$ cat config.mk
export PLATFORM = sky130hd
export DESIGN_NAME = wb_gpio_irq_flat
export DESIGN_NICKNAME = d
export VERILOG_FILES = /design/src/rtl/wb_gpio_pkg.sv /design/src/rtl/wb_gpio_irq_if.sv /design/src/rtl/gpio_sync_edge.sv /design/src/rtl/wb_gpio_irq.sv /design/src/flat_wrapper.sv
export SDC_FILE = /design/constraint.sdc
export NUM_CORES = 1
export LEC_CHECK = 0
export CAP_MARGIN = 20
export CORE_MARGIN = 1.5
export CORE_UTILIZATION = 33
export CTS_BUF_LIST = sky130_fd_sc_hd__clkbuf_8
export CTS_CLUSTER_SIZE = 16
export DETAILED_ROUTE_END_ITERATION = 7
export SLEW_MARGIN = 10
export SYNTH_ARGS = -nofsm -noshare
export SYNTH_HDL_FRONTEND = slang
export SYNTH_HIERARCHICAL = 1
export SYNTH_SLANG_ARGS = --single-unit
$ cat constraint.sdc
create_clock -name clk -period 2.6 [get_ports clk]
set_input_delay 0.52 -clock clk [delete_from_list [all_inputs] [get_ports clk]]
set_output_delay 0.52 -clock clk [all_outputs]
set_load 0.005 [all_outputs]
$ cat src/rtl/wb_gpio_pkg.sv
// Shared definitions for the Wishbone GPIO controller.
//   REG_*      : 3-bit word indices of the register map (byte offset >> 2)
//   access_t   : decoded bus access for the current cycle
//   decode()   : turns raw Wishbone strobes into a single-shot access
//   byte_mask(): expands byte enables into a 32-bit bit mask
package wb_gpio_pkg;

  localparam logic [2:0] REG_DOUT     = 3'd0;
  localparam logic [2:0] REG_DIN      = 3'd1;
  localparam logic [2:0] REG_OE       = 3'd2;
  localparam logic [2:0] REG_SET      = 3'd3;
  localparam logic [2:0] REG_CLR      = 3'd4;
  localparam logic [2:0] REG_RISE_EN  = 3'd5;
  localparam logic [2:0] REG_FALL_EN  = 3'd6;
  localparam logic [2:0] REG_IRQ_STAT = 3'd7;

  typedef struct packed {
    logic       wr;
    logic       rd;
    logic [2:0] idx;
  } access_t;

  // An access is accepted only in the cycle before ack, so a strobe held
  // high across several cycles is serviced once per ack, never twice.
  function automatic access_t decode(input logic       valid,
                                     input logic       ack,
                                     input logic       we,
                                     input logic [2:0] word);
    access_t a;
    a.wr  = valid & ~ack & we;
    a.rd  = valid & ~ack & ~we;
    a.idx = word;
    return a;
  endfunction

  function automatic logic [31:0] byte_mask(input logic [3:0] sel);
    logic [31:0] m;
    for (int k = 0; k < 4; k++) m[8*k +: 8] = {8{sel[k]}};
    return m;
  endfunction

endpackage

$ cat src/rtl/wb_gpio_irq_if.sv
// Wishbone classic slave bus bundle for wb_gpio_irq.
// Handshake: a request is valid while wb_cyc_i & wb_stb_i are both high;
// the slave answers with a single-cycle wb_ack_o one cycle later and the
// master must keep the request stable until it samples ack. wb_dat_o is
// meaningful only while wb_ack_o is high and reads 0 otherwise.
//   master modport: drives adr/dat_i/sel/we/stb/cyc, samples dat_o/ack
//   slave  modport: the reverse
interface wb_gpio_irq_if;
  logic [31:0] wb_adr_i;
  logic [31:0] wb_dat_i;
  logic [31:0] wb_dat_o;
  logic [3:0]  wb_sel_i;
  logic        wb_we_i;
  logic        wb_stb_i;
  logic        wb_cyc_i;
  logic        wb_ack_o;

  modport master (
    output wb_adr_i, wb_dat_i, wb_sel_i, wb_we_i, wb_stb_i, wb_cyc_i,
    input  wb_dat_o, wb_ack_o
  );

  modport slave (
    input  wb_adr_i, wb_dat_i, wb_sel_i, wb_we_i, wb_stb_i, wb_cyc_i,
    output wb_dat_o, wb_ack_o
  );
endinterface

$ cat src/rtl/gpio_sync_edge.sv
// Input synchroniser and edge detector for W asynchronous pins.
//   pin  : raw asynchronous inputs
//   din  : synchronised value (last stage of an STAGES-deep chain)
//   rise : din went 0->1 this cycle (one cycle wide)
//   fall : din went 1->0 this cycle (one cycle wide)
module gpio_sync_edge #(
  parameter int W      = 32,
  parameter int STAGES = 2
) (
  input  logic         clk,
  input  logic         rst_n,
  input  logic [W-1:0] pin,
  output logic [W-1:0] din,
  output logic [W-1:0] rise,
  output logic [W-1:0] fall
);

  logic [STAGES-1:0][W-1:0] sync_q;
  logic [W-1:0]             prev_q;

  always_ff @(posedge clk or negedge rst_n) begin
    if (!rst_n) begin
      sync_q <= '0;
      prev_q <= '0;
    end else begin
      sync_q <= {sync_q[STAGES-2:0], pin};
      prev_q <= sync_q[STAGES-1];
    end
  end

  assign din  = sync_q[STAGES-1];
  assign rise = din & ~prev_q;
  assign fall = ~din & prev_q;

endmodule

$ cat src/rtl/wb_gpio_irq.sv
// Wishbone GPIO controller with per-pin edge interrupts.
//   clk, rst_n : system clock, asynchronous active-low reset
//   bus        : Wishbone slave (wb_gpio_irq_if.slave), one wait state
//   gpio_in    : asynchronous pin inputs
//   gpio_out   : DOUT register
//   gpio_oe    : OE register (1 = drive)
//   irq_o      : registered OR of IRQ_STAT
// Register bits at and above NGPIO read 0 and ignore writes.
module wb_gpio_irq
  import wb_gpio_pkg::*;
#(
  parameter int               NGPIO       = 32,
  parameter int               SYNC_STAGES = 2,
  parameter logic [NGPIO-1:0] DOUT_RST    = '0,
  parameter logic [NGPIO-1:0] OE_RST      = '0
) (
  input  logic             clk,
  input  logic             rst_n,
  wb_gpio_irq_if.slave     bus,
  input  logic [NGPIO-1:0] gpio_in,
  output logic [NGPIO-1:0] gpio_out,
  output logic [NGPIO-1:0] gpio_oe,
  output logic             irq_o
);

  access_t          acc;
  logic [31:0]      wmask;
  logic [31:0]      rdata;
  logic [NGPIO-1:0] wen, wbits, w1c;
  logic [NGPIO-1:0] din, rise, fall;
  logic [NGPIO-1:0] dout_q, oe_q, rise_en_q, fall_en_q, stat_q;
  logic             unused_bits;

  gpio_sync_edge #(.W(NGPIO), .STAGES(SYNC_STAGES)) u_sync (
    .clk   (clk),
    .rst_n (rst_n),
    .pin   (gpio_in),
    .din   (din),
    .rise  (rise),
    .fall  (fall)
  );

  assign acc   = decode(bus.wb_cyc_i & bus.wb_stb_i, bus.wb_ack_o,
                        bus.wb_we_i, bus.wb_adr_i[4:2]);
  assign wmask = byte_mask(bus.wb_sel_i);
  assign wen   = wmask[NGPIO-1:0];
  // Byte-enabled data bits: the bits SET/CLR/W1C act on.
  assign wbits = bus.wb_dat_i[NGPIO-1:0] & wen;
  assign w1c   = (acc.wr && acc.idx == REG_IRQ_STAT) ? wbits : '0;

  // Address bits outside [4:2] alias; upper data/mask bits are dropped.
  assign unused_bits = ^{bus.wb_adr_i[31:5], bus.wb_adr_i[1:0],
                         bus.wb_dat_i, wmask};

  always_ff @(posedge clk or negedge rst_n) begin
    if (!rst_n) begin
      dout_q    <= DOUT_RST;
      oe_q      <= OE_RST;
      rise_en_q <= '0;
      fall_en_q <= '0;
    end else if (acc.wr) begin
      case (acc.idx)
        REG_DOUT:    dout_q    <= (dout_q & ~wen) | wbits;
        REG_OE:      oe_q      <= (oe_q & ~wen) | wbits;
        REG_SET:     dout_q    <= dout_q | wbits;
        REG_CLR:     dout_q    <= dout_q & ~wbits;
        REG_RISE_EN: rise_en_q <= (rise_en_q & ~wen) | wbits;
        REG_FALL_EN: fall_en_q <= (fall_en_q & ~wen) | wbits;
        default:     ;
      endcase
    end
  end

  // A new edge event wins over a simultaneous write-1-to-clear.
  always_ff @(posedge clk or negedge rst_n) begin
    if (!rst_n) begin
      stat_q <= '0;
      irq_o  <= 1'b0;
    end else begin
      stat_q <= (stat_q & ~w1c) | (rise & rise_en_q) | (fall & fall_en_q);
      irq_o  <= |stat_q;
    end
  end

  always_comb begin
    rdata = '0;
    case (acc.idx)
      REG_DOUT:     rdata[NGPIO-1:0] = dout_q;
      REG_DIN:      rdata[NGPIO-1:0] = din;
      REG_OE:       rdata[NGPIO-1:0] = oe_q;
      REG_RISE_EN:  rdata[NGPIO-1:0] = rise_en_q;
      REG_FALL_EN:  rdata[NGPIO-1:0] = fall_en_q;
      REG_IRQ_STAT: rdata[NGPIO-1:0] = stat_q;
      default:      rdata = '0;
    endcase
  end

  always_ff @(posedge clk or negedge rst_n) begin
    if (!rst_n) begin
      bus.wb_ack_o <= 1'b0;
      bus.wb_dat_o <= '0;
    end else begin
      bus.wb_ack_o <= acc.wr | acc.rd;
      bus.wb_dat_o <= acc.rd ? rdata : '0;
    end
  end

  assign gpio_out = dout_q;
  assign gpio_oe  = oe_q;

endmodule

$ cat src/flat_wrapper.sv
// flat-port wrapper written by rule: the top's interface ports become plain ports
module wb_gpio_irq_flat import wb_gpio_pkg::*;
#(
  parameter int               NGPIO       = 32,
  parameter int               SYNC_STAGES = 2,
  parameter logic [NGPIO-1:0] DOUT_RST    = '0,
  parameter logic [NGPIO-1:0] OE_RST      = '0
)
  (clk, rst_n, gpio_in, gpio_out, gpio_oe, irq_o, bus_wb_adr_i, bus_wb_dat_i, bus_wb_sel_i, bus_wb_we_i, bus_wb_stb_i, bus_wb_cyc_i, bus_wb_dat_o, bus_wb_ack_o);
  wb_gpio_irq_if bus_i ();
  input  logic clk;
  input  logic rst_n;
  input  logic [NGPIO-1:0] gpio_in;
  output logic [NGPIO-1:0] gpio_out;
  output logic [NGPIO-1:0] gpio_oe;
  output logic irq_o;
  input wire logic [$bits(bus_i.wb_adr_i)-1:0] bus_wb_adr_i;
  input wire logic [$bits(bus_i.wb_dat_i)-1:0] bus_wb_dat_i;
  input wire logic [$bits(bus_i.wb_sel_i)-1:0] bus_wb_sel_i;
  input wire logic [$bits(bus_i.wb_we_i)-1:0] bus_wb_we_i;
  input wire logic [$bits(bus_i.wb_stb_i)-1:0] bus_wb_stb_i;
  input wire logic [$bits(bus_i.wb_cyc_i)-1:0] bus_wb_cyc_i;
  output wire logic [$bits(bus_i.wb_dat_o)-1:0] bus_wb_dat_o;
  output wire logic [$bits(bus_i.wb_ack_o)-1:0] bus_wb_ack_o;
  assign bus_i.wb_adr_i = bus_wb_adr_i;
  assign bus_i.wb_dat_i = bus_wb_dat_i;
  assign bus_i.wb_sel_i = bus_wb_sel_i;
  assign bus_i.wb_we_i = bus_wb_we_i;
  assign bus_i.wb_stb_i = bus_wb_stb_i;
  assign bus_i.wb_cyc_i = bus_wb_cyc_i;
  assign bus_wb_dat_o = bus_i.wb_dat_o;
  assign bus_wb_ack_o = bus_i.wb_ack_o;
  wb_gpio_irq #(.NGPIO(NGPIO), .SYNC_STAGES(SYNC_STAGES), .DOUT_RST(DOUT_RST), .OE_RST(OE_RST)) u_core (.clk(clk), .rst_n(rst_n), .bus(bus_i), .gpio_in(gpio_in), .gpio_out(gpio_out), .gpio_oe(gpio_oe), .irq_o(irq_o));
endmodule
# Word-level counts from Yosys, hierarchy flattened
# Index checks and enable logic that the tools add are counted.
[totals]
input_bits = 105
output_inout_bits = 98
register_bits = 290
word_cells = 60
[op_classes]
bitwise = 30
reduce_logical = 8
n_eq_ne = 7
n_mux = 4
[op_table]
columns = ["op", "count"]
rows = [
  ["$and A32 B32 Y32", 11],
  ["$or A32 B32 Y32", 7],
  ["$pmux W32 S6", 1],
  ["$not A32 Y32", 5],
  ["$pmux W32 S3", 1],
  ["$mux W32", 2],
  ["$reduce_or A32 Y1", 1],
  ["$eq A3 B3 Y1 const B", 4],
  ["$reduce_and A2 Y1", 4],
  ["$eq A3 B2 Y1 const B", 2],
  ["$and A1 B1 Y1", 4],
  ["$eq A3 B1 Y1 const B", 1],
  ["$logic_not A3 Y1", 1],
  ["$reduce_bool A3 Y1", 1],
  ["$not A1 Y1", 2],
  ["$logic_and A1 B1 Y1", 1],
  ["$or A1 B1 Y1", 1],
]

# Depth between registers and ports, before layout
[logic_depth]
word_depth = 9
mapped_depth = 7
mapped_depth_nobuf = 3

# Modules after synthesis
# Netlist, hierarchy kept.
[by_module_without_submodules]
columns = ["module", "seq_area_each_um2", "cells_per_inst", "instances", "area_per_inst_um2"]
rows = [
  ["wb_gpio_irq", 4854.7, 790, 1, 9586.7],
  ["gpio_sync_edge", 2402.3, 192, 1, 3203.1],
]

# Worst setup path after synthesis
# OpenSTA, ideal clock, no wires.
[synth_path]
kind = "in2reg"
startpoint = "input bus_wb_adr_i[2]"
endpoint = "register u_core.bus.wb_dat_o[10]"
arrival_ns = 1.640
setup_time_ns = 0.146
required_time_ns = 2.454
n_path_buf = 3
slack_ns = 0.814
stages = 6
path_cell_list = "buf_2 or3b_2 clkbuf_1 nand3_1 buf_2 a311oi_1"
[synth_between]
elab_chain_len = 3
word_cells_on_any_way = 8
classes_between = "5 x eq/ne; 2 x mux; 1 x reduce/logical"
[synth_lines]
columns = ["item", "line_no", "text"]
rows = [
  ["start, declared", "flat_wrapper.sv:17", "input wire logic [$bits(bus_i.wb_adr_i)-1:0] bus_wb_adr_i;"],
  ["$eq A3 B3 Y1, or another cell as far along", "wb_gpio_irq.sv:87", "case (acc.idx)"],
  ["$pmux W32 S6 (*)", "wb_gpio_irq.sv:87", ""],
  ["$mux W32 (*)", "wb_gpio_irq.sv:104", "bus.wb_dat_o <= acc.rd ? rdata : '0;"],
  ["end signal, assigned", "wb_gpio_irq.sv:104", ""],
  ["end, declared", "wb_gpio_irq_if.sv:25", "output wb_dat_o, wb_ack_o"],
]
# Every way passes the cells marked *; elsewhere a longest branch is shown, timed or not.
# A chain may end at the register's enable or synchronous reset.

# Worst setup path in the final report
[layout_path]
startpoint = "register u_core.dout_q[12], in the netlist u_core/gpio_out[12]"
endpoint = "output gpio_out[12]"
[layout_rtl]
columns = ["item", "line_no", "text"]
rows = [
  ["start, declared", "wb_gpio_irq.sv:31", "logic [NGPIO-1:0] dout_q, oe_q, rise_en_q, fall_en_q, stat_q;"],
  ["start signal, assigned", "wb_gpio_irq.sv:63", "REG_DOUT: dout_q <= (dout_q & ~wen) | wbits;"],
  ["start signal, assigned", "wb_gpio_irq.sv:65", "REG_SET: dout_q <= dout_q | wbits;"],
  ["start signal, assigned", "wb_gpio_irq.sv:66", "REG_CLR: dout_q <= dout_q & ~wbits;"],
  ["end, declared", "flat_wrapper.sv:14", "output logic [NGPIO-1:0] gpio_out;"],
]
# No word-level cell between the ends.

==> reports/summary.json <==
{
  "outcome": {"value": "completed"},
  "worstSetupStartpointType": {"value": "register"},
  "worst_hold_startpoint": {"value": "u_core/u_sync/sync_q[14]$_DFF_PN0_"},
  "worst-path-max-fanout": {"value": 4},
  "setup-tns-final": {"value": 0, "unit": "ns"},
  "report.final.setup_viol": {"value": 0},
  "critPathTopFamily": {"value": "buffers and inverters"},
  "clk_transition_reported_paths": {"value": 0.06, "unit": "ns"},
  "synth.avg_cell_area": {"value": 13.0, "unit": "um2"},
  "max_clock_freq": {"value": 468, "unit": "MHz"},
  "placement.io_buffers": {"value": 173},
  "final.setup_skew": {"value": 0.0192, "unit": "ns"},
  "largest_net_degree_at_the_start_of_global_routing": {"value": 66},
  "clock_path_buffers": {"value": 3},
  "hold-path-cell-count": {"value": 0},
  "number_of_drc_markers_in_iteration_0": {"value": 510},
  "syn_nets": {"value": 1087},
  "timing.setup.critical_path_class": {"value": "reg -> out"},
  "grt.total_usage": {"value": 0.195},
  "worst-endpoint-required": {"value": 2.08, "unit": "ns"},
  "clock_latency": {"value": 0.60, "unit": "ns"},
  "drive_gt1_frac": {"value": 0.296},
  "max-slew-margin-rel": {"value": 0.490},
  "setup_repair_after_global_routing_missed_its_margin": {"value": "false"},
  "cts_made_buffers": {"value": 51},
  "critical_path.endpoint_type": {"value": "output port"},
  "critPathBufInv": {"value": 1},
  "fp.coreArea": {"value": 37900, "unit": "um2"},
  "crit-reg2reg-launch": {"value": "u_core/bus.wb_ack_o$_DFF_PN0_"},
  "die-height": {"value": 200, "unit": "um"},
  "synth-main-ff-cell": {"value": "sky130_fd_sc_hd__dfrtp_1"},
  "vias_per_cell": {"value": 5.27},
  "cts_tree": {"value": "yes"},
  "clockRootBuffer": {"value": "sky130_fd_sc_hd__clkbuf_8"},
  "yosys_warnings": {"value": 6},
  "die_width": {"value": 200, "unit": "um"},
  "htree_num_levels": {"value": 2},
  "crit_chain": {"value": "clkdlybuf4s50_1"},
  "boundaryPins": {"value": 203},
  "hold-path-endpoint": {"value": "u_core/u_sync/din[14]$_DFF_PN0_"},
  "path_depth": {"value": 1},
  "grt_pass1_vias": {"value": 9492},
  "grt_first_pass_wirelength": {"value": 58800, "unit": "um"},
  "crit_slowest_cell": {"value": "sky130_fd_sc_hd__clkdlybuf4s50_1"},
  "syn-instance-count": {"value": 982},
  "r2r.worst_path.cells": {"value": 4},
  "synth_enable_flop_cells": {"value": 0},
  "flow.area_growth_from_synthesis": {"value": 28.0, "unit": "%"},
  "drt_pass1_iterations": {"value": 5},
  "post-cts-setup-buffers": {"value": 0},
  "post_detailed_placement_half_perimeter_wirelength": {"value": 26400, "unit": "um"},
  "regToRegSetupSlack": {"value": 0.67, "unit": "ns"},
  "synth.ff_latch_count": {"value": 290},
  "post_cts_resize_count": {"value": 0},
  "r2r-end": {"value": "u_core/gpio_out[25]$_DFFE_PN0P_"},
  "max_slew.worst_pin.slew": {"value": 0.762, "unit": "ns"},
  "tritoncts_num_sinks": {"value": 290},
  "ir_drop": {"value": 0.317, "unit": "mV"},
  "finalWirelength": {"value": 38500, "unit": "um"},
  "cp_data_arrival_time": {"value": 1.62, "unit": "ns"},
  "mappedNetlistArea": {"value": 12800, "unit": "um2"},
  "min-delay-path-class": {"value": "reg -> reg"},
  "finalCriticalPeriod": {"value": 2.14, "unit": "ns"},
  "route.detailed.drc": {"value": 0},
  "synth-seq-area-share": {"value": 0.567},
  "std_cell_rows": {"value": 71},
  "async_reset_ff_frac": {"value": 1.00},
  "p_leak": {"value": 7.23, "unit": "nW"},
  "maxSlewViolCount": {"value": 0},
  "die_area": {"value": 39900, "unit": "um2"},
  "gp_congestion": {"value": 0.826},
  "final_core_util": {"value": 0.432},
  "finalHoldViolCount": {"value": 0},
  "dr_total_vias": {"value": 9150},
  "floorplan.initialDensity": {"value": 0.337},
  "critical_path.max_stage_delay": {"value": 0.62, "unit": "ns"},
  "pwr_density_cell": {"value": 718, "unit": "nW/um2"},
  "synth.lib_cells_used.distinct": {"value": 44},
  "routed_len_inst": {"value": 22.2, "unit": "um"},
  "globalRouteOverflowTotal": {"value": 0},
  "ratio_of_final_minimum_period_to_clock_period": {"value": 0.822},
  "initial_antenna_violation_count": {"value": 2},
  "cap_violations": {"value": 0},
  "ant_nets": {"value": 0},
  "nNetsFinal": {"value": 1288}
}
-- per-stage QoR --
step	hold slack, ns	cells	area (um2)	total power [W]	setup WS (ns)
2_1_floorplan	0.224	982	12800	0.00622	0.814
3_3_place_gp	0.336	1640	15200	0.00728	0.137
3_5_place_dp	0.335	1640	15200	0.00733	0.0339
4_1_cts	0.331	1736	16400	0.0119	0.458
5_1_grt	0.315	1737	16400	0.0123	0.393
6_report	0.343	1737	16400	0.0118	0.463
-- layout make-up --
type | count | area (um2)
clock inverter | 25 | 165
tap | 511 | 639
antenna | 1 | 2.50
sequential | 290 | 7260
inverter | 39 | 146
fill | 3540 | 21600
clock buffer | 70 | 963
multi-input combinational | 562 | 4880
timing repair buffer | 239 | 2320
-- cells in the final DEF, fill, tap and decap left out, types with 3 or more instances in the layout --
cell,instances
sky130_fd_sc_hd__a211oi_1,15
sky130_fd_sc_hd__a21oi_1,32
sky130_fd_sc_hd__a221o_1,64
sky130_fd_sc_hd__a221oi_1,16
sky130_fd_sc_hd__a22oi_1,35
sky130_fd_sc_hd__a311oi_1,9
sky130_fd_sc_hd__a31oi_1,9
sky130_fd_sc_hd__a41oi_1,34
sky130_fd_sc_hd__and2b_2,64
sky130_fd_sc_hd__and3_1,9
sky130_fd_sc_hd__and3b_1,6
sky130_fd_sc_hd__and4b_1,8
sky130_fd_sc_hd__buf_12,8
sky130_fd_sc_hd__buf_2,3
sky130_fd_sc_hd__buf_4,57
sky130_fd_sc_hd__clkbuf_8,70
sky130_fd_sc_hd__clkdlybuf4s50_1,169
sky130_fd_sc_hd__clkinv_2,6
sky130_fd_sc_hd__clkinvlp_4,3
sky130_fd_sc_hd__dfrtp_1,290
sky130_fd_sc_hd__inv_1,53
sky130_fd_sc_hd__mux2_2,133
sky130_fd_sc_hd__nand2_1,5
sky130_fd_sc_hd__nand2b_1,23
sky130_fd_sc_hd__nand3_1,6
sky130_fd_sc_hd__nand3_2,8
sky130_fd_sc_hd__nand3b_1,6
sky130_fd_sc_hd__nor2_1,4
sky130_fd_sc_hd__nor2b_1,11
sky130_fd_sc_hd__nor3_1,8
sky130_fd_sc_hd__nor3b_1,9
sky130_fd_sc_hd__nor4_1,21
sky130_fd_sc_hd__nor4b_1,4
sky130_fd_sc_hd__o211ai_1,4
-- routing by layer --
metal,GRT usage,vias up,share of wire
met5,0,-,0.00021
met1,0.263,4636,0.44
met4,0.0654,2,0.024
li1,-,4114,-
met3,0.0459,73,0.069
met2,0.309,325,0.46
-- synthesized netlist by cell type (5+ instances only) --
master                     instances  area share
sky130_fd_sc_hd__nand2b_1         23       0.011
sky130_fd_sc_hd__and4b_1           9      0.0070
sky130_fd_sc_hd__buf_2            28       0.011
sky130_fd_sc_hd__nor3_1            8      0.0031
sky130_fd_sc_hd__a41oi_1          34       0.023
sky130_fd_sc_hd__a211oi_1         15      0.0088
sky130_fd_sc_hd__and3b_1           6      0.0041
sky130_fd_sc_hd__a221oi_1         16       0.011
sky130_fd_sc_hd__clkbuf_1         24      0.0070
sky130_fd_sc_hd__nand3b_1          6      0.0035
sky130_fd_sc_hd__nand2_1           5      0.0015
sky130_fd_sc_hd__a31oi_1           9      0.0044
sky130_fd_sc_hd__a221o_1          64       0.050
sky130_fd_sc_hd__inv_1            39       0.011
sky130_fd_sc_hd__and3_1            9      0.0044
sky130_fd_sc_hd__nand3_1           6      0.0023
sky130_fd_sc_hd__a311oi_1          9      0.0062
sky130_fd_sc_hd__mux2_2          133        0.12
sky130_fd_sc_hd__nor2b_1          11      0.0054
sky130_fd_sc_hd__a22oi_1          35       0.021
sky130_fd_sc_hd__and2b_2          64       0.044
sky130_fd_sc_hd__dfrtp_1         290        0.57
sky130_fd_sc_hd__a21oi_1          32       0.013
sky130_fd_sc_hd__nor3b_1           9      0.0053
sky130_fd_sc_hd__buf_4            36       0.021
sky130_fd_sc_hd__nor4_1           21       0.010
sky130_fd_sc_hd__nand3_2           8      0.0063
-- timing repair --
action	CTS	global route
endpoints found under the setup margin	0	0
endpoints found under the hold margin	59	0
hold buffers	1	0
-- worst max-delay path by stage --
stage	slack (ns)	to	from
after floorplan	0.81	u_core/bus.wb_dat_o[10]$_DFF_PN0_	bus_wb_adr_i[2]
after detailed placement	0.03	u_core/gpio_out[24]$_DFFE_PN0P_	bus_wb_cyc_i
after CTS	0.46	gpio_oe[0]	register
after global routing	0.39	gpio_out[12]	u_core/gpio_out[12]$_DFFE_PN0P_
final	0.46	gpio_out[12]	u_core/gpio_out[12]$_DFFE_PN0P_
after global placement	0.14	u_core/gpio_out[27]$_DFFE_PN0P_	bus_wb_stb_i
-- report_power, final --
group	internal, W	switching [W]
Combinational	0.00107	0.000729
Clock	0.00259	0.00193
Sequential	0.00498	0.000458
Total	0.00865	0.00311
-- logic make-up (layout without fill, tap and decap cells) --
group,Yosys count,count (layout),share of synthesized area
AO/OA/AOI/OAI,221,221,0.141
XOR/XNOR,1,1,0.000685
buffers and inverters,130,373,0.0515
flip-flops,290,290,0.567
multiplexers,133,133,0.117
other,0,1,0
AND/OR/NAND/NOR,207,207,0.122
No activity file was read; power rests on OpenSTA's default activity.
